## config.mk

```make
export PLATFORM = sky130hd
export DESIGN_NAME = clk_tick_gen
export DESIGN_NICKNAME = d
export VERILOG_FILES = /design/src/rtl/clk_tick_gen_pkg.sv /design/src/rtl/clk_tick_period_cnt.sv /design/src/rtl/clk_tick_gen.sv
export SDC_FILE = /design/constraint.sdc
export NUM_CORES = 1
export LEC_CHECK = 0
export ABC_AREA = 1
export ABC_CLOCK_PERIOD_IN_PS = 6800
export CAP_MARGIN = 20
export CORE_ASPECT_RATIO = 0.6
export CORE_MARGIN = 5
export CORE_UTILIZATION = 59
export CTS_CLUSTER_SIZE = 40
export DETAILED_ROUTE_END_ITERATION = 7
export PLACE_DENSITY_LB_ADDON = 0.25
export RECOVER_POWER = 100
export SKIP_CTS_REPAIR_TIMING = 1
export SYNTH_ARGS = -nofsm -noshare
export SYNTH_HDL_FRONTEND = slang
export SYNTH_SLANG_ARGS = --single-unit
```

## constraint.sdc

```tcl
create_clock -name clk -period 6.8 [get_ports clk]
set_input_delay 1.36 -clock clk [delete_from_list [all_inputs] [get_ports clk]]
set_output_delay 1.36 -clock clk [all_outputs]
set_load 0.1 [all_outputs]
```

## src/rtl/clk_tick_gen_pkg.sv

```systemverilog
// Shared constants and the divisor clamp for the tick generator and the benches built on it.
package clk_tick_gen_pkg;

  localparam int MIN_DIV = 2;
  localparam int CLAMP_W = 32;

  typedef logic [CLAMP_W-1:0] div_word_t;

  // Divisors of 0 or 1 would give a degenerate period, so they become MIN_DIV.
  function automatic div_word_t clamp_div(input div_word_t v);
    return (v < div_word_t'(MIN_DIV)) ? div_word_t'(MIN_DIV) : v;
  endfunction

endpackage

```

## src/rtl/clk_tick_period_cnt.sv

```systemverilog
// Period counter: walks cnt through 0..div-1, flags the wrap and drives the divided square wave.
module clk_tick_period_cnt
  import clk_tick_gen_pkg::*;
#(
  parameter int CNT_W = 16
) (
  input  logic             clk,
  input  logic             rst_n,
  input  logic             en,
  input  logic             clr,
  input  logic [CNT_W-1:0] div,
  output logic             wrap,
  output logic             clk_div
);

  logic [CNT_W-1:0] cnt;
  logic [CNT_W-1:0] cnt_next;
  logic [CNT_W-1:0] half;

  assign half = div >> 1;

  // >= rather than == so a divisor shrunk below cnt while stalled still wraps promptly.
  assign wrap     = (cnt >= div - CNT_W'(1));
  assign cnt_next = wrap ? '0 : cnt + CNT_W'(1);

  always_ff @(posedge clk) begin
    if (!rst_n) begin
      cnt     <= '0;
      clk_div <= 1'b0;
    end else if (clr) begin
      cnt     <= '0;
      clk_div <= 1'b0;
    end else if (en) begin
      cnt     <= cnt_next;
      clk_div <= (cnt_next < half);
    end
  end

endmodule

```

## src/rtl/clk_tick_gen.sv

```systemverilog
// Programmable clock-enable generator: one-cycle tick every div_cur enabled cycles, divided
// square wave, tick counter, and a shadowed divisor that only changes at period boundaries.
module clk_tick_gen
  import clk_tick_gen_pkg::*;
#(
  parameter int CNT_W       = 16,
  parameter int DEFAULT_DIV = 4,
  parameter int TICKS_W     = 32
) (
  input  logic               clk,
  input  logic               rst_n,
  input  logic               en,
  input  logic               clr,
  input  logic               div_load,
  input  logic [CNT_W-1:0]   div_in,
  output logic               tick,
  output logic               clk_div,
  output logic [CNT_W-1:0]   div_cur,
  output logic               load_pending,
  output logic [TICKS_W-1:0] tick_count
);

  localparam logic [CNT_W-1:0] RESET_DIV = CNT_W'(clamp_div(div_word_t'(DEFAULT_DIV)));

  logic [CNT_W-1:0] shadow;
  logic             wrap;
  logic             wrap_edge;
  logic             apply;

  clk_tick_period_cnt #(
    .CNT_W (CNT_W)
  ) u_period_cnt (
    .clk     (clk),
    .rst_n   (rst_n),
    .en      (en),
    .clr     (clr),
    .div     (div_cur),
    .wrap    (wrap),
    .clk_div (clk_div)
  );

  // A new divisor may only take effect where no period is in flight: the wrap, a stall or a clear.
  assign wrap_edge = en & ~clr & wrap;
  assign apply     = wrap_edge | ~en | clr;

  always_ff @(posedge clk) begin
    if (!rst_n) begin
      div_cur      <= RESET_DIV;
      shadow       <= '0;
      load_pending <= 1'b0;
    end else begin
      if (apply && load_pending) begin
        div_cur      <= CNT_W'(clamp_div(div_word_t'(shadow)));
        load_pending <= 1'b0;
      end
      // A load on an apply edge queues behind the value being applied now.
      if (div_load) begin
        shadow       <= div_in;
        load_pending <= 1'b1;
      end
    end
  end

  always_ff @(posedge clk) begin
    if (!rst_n) begin
      tick       <= 1'b0;
      tick_count <= '0;
    end else if (clr) begin
      tick       <= 1'b0;
      tick_count <= '0;
    end else begin
      tick <= wrap_edge;
      if (wrap_edge) begin
        tick_count <= tick_count + TICKS_W'(1);
      end
    end
  end

endmodule

```

==> reports/qor.log <==
INFO  status         outcome=complete, no violations
INFO  synth          synth_area_per_cell=6.959um^2
INFO  synth          synth-main-ff-cell=sky130_fd_sc_hd__dfxtp_1
INFO  routing        drt-vias-per-instance=5.626
INFO  floorplanning  dieWidth=129.1um
INFO  pwr            power.static_leakage=2.656nW
INFO  pwr            sw_share=29.82%
INFO  global_routing first_pass_grt_wire_length=22.71mm
INFO  min_path       worst_hold_path_type=reg -> reg
INFO  global_routing maximum_number_of_pins_on_one_net_before_global_route_repair=31
INFO  finish         flow.area_growth_from_synthesis=20.52%
INFO  setup_path     timing.critical_path.to_type=register
INFO  pwr            p_per_area=212.3mW/mm^2
INFO  timing         fin_crit=5.051ns
INFO  synth          synth.top_cell.area_share=33.12%
INFO  floorplanning  core_area=0.008393mm^2
INFO  global_routing antenna_found_initial=0
INFO  timing         final.setup_skew=0.007432ns
INFO  setup_path     critical_path_arrival=5.32ns
INFO  floorplanning  floorplan.die.height=81.43um
INFO  synth          yosys_warnings=0
INFO  timing         layout_worst_path_cycle_share=74.28%
INFO  finish         final_layout_size_suffix_gt1_share=7.351%
INFO  global_routing grt_util_all_layers=27.43%
INFO  synth          async_flop_share=0%
INFO  pwr            power.sequential.fraction=40.7%
INFO  routing        dr_total_vias=5069
INFO  floorplanning  initial_core_util=59.78%
INFO  timing         timing.fmax=198.0MHz
INFO  timing         final-setup-viol-count=0
INFO  timing         max-slew-margin-rel=17.86%
INFO  timing         worst_tran_pin_value=1.232ns
INFO  clock_tree     clkTransAtPathRegs=0.06ns
INFO  synth          syn_inst=721
INFO  timing         whs=0.4781ns
INFO  setup_path     worst-path-max-fanout=22
INFO  synth          synth.net_count=775
INFO  clock_tree     tritoncts=yes
INFO  synth          post_synth_instance_area=0.005017mm^2
INFO  routing        post-route-drc-count=0
INFO  clock_tree     max_root_sink_buffers=2
INFO  routing        antenna_left=0
INFO  routing        drt_first_pass_iters=5
INFO  synth          synth-edff-count=0
INFO  clock_tree     clk_root_buffer_cell=sky130_fd_sc_hd__clkbuf_16
INFO  place          hpwl=10.84mm
INFO  floorplanning  die-area=0.01051mm^2
INFO  synth          synth.area.top_cells=sky130_fd_sc_hd__dfxtp_1 (33%), sky130_fd_sc_hd__nand2_1 (10%), sky130_fd_sc_hd__ha_1 (8.2%)
INFO  pwr            relative_contribution_of_combinational_cells_to_total_power=18.3%
INFO  clock_tree     clk_latency=0.34ns
INFO  timing         totalNegativeSetupSlack=0ns
INFO  synth          synth_top_cell_by_area=sky130_fd_sc_hd__dfxtp_1
INFO  setup_path     cp-start-kind=register
INFO  clock_tree     cts_buffers=9
INFO  finish         layout.nets=839
INFO  timing         timing_hold_violations_final=0
INFO  pwr            total_net_switching_power=0.3828mW
INFO  pwr            vdd_ir_drop_max=0.0001503V
INFO  clock_tree     h-tree-depth=3
INFO  pwr            internal-power=0.9012mW
INFO  synth          synth.yosys.seq_area_share=33.12%
INFO  clock_tree     clock-sinks=83
INFO  setup_path     critical_path_class=reg -> reg
INFO  routing        drtIter0Drc=430
INFO  floorplanning  rows=26
INFO  routing        route.final.wire_length=13.98mm
INFO  global_routing first_global_vias=4642
INFO  place          place.gp.congestion=0.9358
INFO  synth          ys_ff_latch=83
INFO  synth          synth.distinct_cells=37
INFO  pwr            clockPowerShare=41.0%
INFO  job            cap_violations=0
INFO  timing         timing.final.max_slew_violations=0
INFO  routing        wl_per_cell=15.52um
INFO  pwr            totalPowerFinal=1.284mW
INFO  floorplanning  io-pin-count=72
INFO  setup_path     timing.reg2reg.setup_slack=1.75ns
INFO  timing         rsz0062_at_grt=false
INFO  place          place.port_buffers=71
INFO  setup_path     cp.required=7.07ns
INFO  global_routing grt-ovfl-total=0
INFO  finish         layout.filler_cells=689
INFO  finish         insertedDiodeCount=0
area by class of cell:
type / instances / area [um^2] / share of cell area [%]
clock buffers: 10 / 239.0 / 3.952
clock inverters: 5 / 77.57 / 1.283
inverters: 97 / 369.1 / 6.104
multi-input cells: 521 / 2838 / 46.93
flip-flops and latches: 83 / 1662 / 27.48
well taps: 112 / 140.1 / 2.317
repair buffers: 73 / 721.9 / 11.94
routing by layer:
layer	GRT usage, %	share of wire (%)	up-vias	wire length, um
met2	38.79	40	232	5559
li1	-	-	2476	-
met3	7.927	9.4	18	1319
met1	40.78	49	2343	6919
met5	0	0	-	0
met4	6.709	1.3	0	181
worst max-delay path, cell delays in order, from the launching register on:
cell and delay (ns):
sky130_fd_sc_hd__dfxtp_1 0.32, sky130_fd_sc_hd__inv_1 0.11, sky130_fd_sc_hd__ha_1 0.22, sky130_fd_sc_hd__nand3_1 0.15, sky130_fd_sc_hd__nor3_1 0.26, sky130_fd_sc_hd__nand2_1 0.10
sky130_fd_sc_hd__nor2_1 0.18, sky130_fd_sc_hd__nand2_1 0.16, sky130_fd_sc_hd__nor4_1 0.37, sky130_fd_sc_hd__xor2_1 0.19, sky130_fd_sc_hd__inv_1 0.06, sky130_fd_sc_hd__ha_1 0.29
sky130_fd_sc_hd__nand4_1 0.12, sky130_fd_sc_hd__a21oi_1 0.15, sky130_fd_sc_hd__nor2_1 0.10, sky130_fd_sc_hd__nand2_4 0.11, sky130_fd_sc_hd__nand2_1 0.47, sky130_fd_sc_hd__nor2_1 0.32
sky130_fd_sc_hd__nand2_1 0.14, sky130_fd_sc_hd__nor2_1 0.23, sky130_fd_sc_hd__nand2_1 0.16, sky130_fd_sc_hd__nor2_1 0.40, sky130_fd_sc_hd__nand2_2 0.12, sky130_fd_sc_hd__nand2_1 0.09
sky130_fd_sc_hd__nand2_1 0.05, sky130_fd_sc_hd__nor2_1 0.13
stage by stage:
step / instance area [um^2] / instances / utilization, % / setup WS [ns]
2_1_floorplan: 5017 / 721 / - / 2.516
3_3_place_gp: 5798 / 886 / 69.08 / 2.633
3_5_place_dp: 5798 / 886 / 69.08 / 2.367
4_1_cts: 6115 / 901 / 72.85 / 2.180
5_1_grt: 6047 / 901 / 72.05 / 1.282
6_report: 6047 / 901 / 72.05 / 1.749
cell usage after synthesis (2+ instances only):
master and count:
sky130_fd_sc_hd__nand3_1 19, sky130_fd_sc_hd__nand2_1 134, sky130_fd_sc_hd__ha_1 33, sky130_fd_sc_hd__nor2_4 3, sky130_fd_sc_hd__o21ai_1 4, sky130_fd_sc_hd__a211oi_1 14, sky130_fd_sc_hd__nor3_4 2, sky130_fd_sc_hd__xor2_1 26
sky130_fd_sc_hd__clkinv_1 3, sky130_fd_sc_hd__a31oi_1 2, sky130_fd_sc_hd__buf_2 8, sky130_fd_sc_hd__inv_1 82, sky130_fd_sc_hd__inv_2 11, sky130_fd_sc_hd__nand2_2 12, sky130_fd_sc_hd__clkbuf_1 12, sky130_fd_sc_hd__nand2_4 3
sky130_fd_sc_hd__nor2_2 10, sky130_fd_sc_hd__nand4_1 15, sky130_fd_sc_hd__o21a_1 3, sky130_fd_sc_hd__dfxtp_1 83, sky130_fd_sc_hd__a21oi_1 58, sky130_fd_sc_hd__xnor2_1 3, sky130_fd_sc_hd__o21ai_0 42, sky130_fd_sc_hd__nor2_1 91
sky130_fd_sc_hd__nor4_1 9, sky130_fd_sc_hd__nor3_1 25, sky130_fd_sc_hd__nand3_2 2, sky130_fd_sc_hd__or2_2 3
logic make-up (layout without fill, tap and decap cells):
| group | after synthesis | after routing | synth area share, % |
|---|---|---|---|
| compound gates | 126 | 126 | 13.72 |
| buf+inv | 117 | 185 | 9.052 |
| flops | 83 | 83 | 33.12 |
| xor+xnor | 29 | 29 | 5.062 |
| fa+ha+maj | 33 | 33 | 8.230 |
| simple gates | 333 | 333 | 30.82 |
placed cells by master (no fill, tap or decap), types with 8 or more instances in the layout:
master / count
sky130_fd_sc_hd__a211oi_1: 14
sky130_fd_sc_hd__a21oi_1: 58
sky130_fd_sc_hd__clkbuf_16: 9
sky130_fd_sc_hd__clkdlybuf4s50_1: 18
sky130_fd_sc_hd__dfxtp_1: 83
sky130_fd_sc_hd__dlygate4sd3_1: 53
sky130_fd_sc_hd__ha_1: 33
sky130_fd_sc_hd__inv_1: 82
sky130_fd_sc_hd__inv_2: 11
sky130_fd_sc_hd__nand2_1: 138
sky130_fd_sc_hd__nand2_2: 10
sky130_fd_sc_hd__nand3_1: 19
sky130_fd_sc_hd__nand4_1: 15
sky130_fd_sc_hd__nor2_1: 97
sky130_fd_sc_hd__nor2_2: 8
sky130_fd_sc_hd__nor3_1: 25
sky130_fd_sc_hd__nor4_1: 9
sky130_fd_sc_hd__o21ai_0: 43
sky130_fd_sc_hd__xor2_1: 26
flip-flops by register name, summed over array words and instances, names as in the netlist:
signal	cells
tick_count	32
div_cur	16
shadow	16
u_period_cnt.cnt	16
load_pending	1
tick	1
u_period_cnt.clk_div	1
final timing paths:
check	startpoint	to	depth (start not counted)
worst max-delay path	div_cur[0]$_SDFFE_PN0P_	tick_count[15]$_SDFFE_PP0P_	25
worst min-delay path	shadow[0]$_SDFFE_PN0P_	div_cur[0]$_SDFFE_PN0P_	2
worst min register to register	shadow[0]$_SDFFE_PN0P_	div_cur[0]$_SDFFE_PN0P_	2
worst max register to register	div_cur[0]$_SDFFE_PN0P_	tick_count[15]$_SDFFE_PP0P_	25
power groups by stage:
stage,Clock [mW],Combinational [mW],Sequential [mW]
2_1_floorplan,0,0.117,0.588
3_3_place_gp,0,0.228,0.533
3_5_place_dp,0,0.235,0.533
4_1_cts,0.531,0.238,0.523
5_1_grt,0.556,0.257,0.525
6_report,0.526,0.235,0.523
Note: power is estimated with default switching activity, not from simulation.
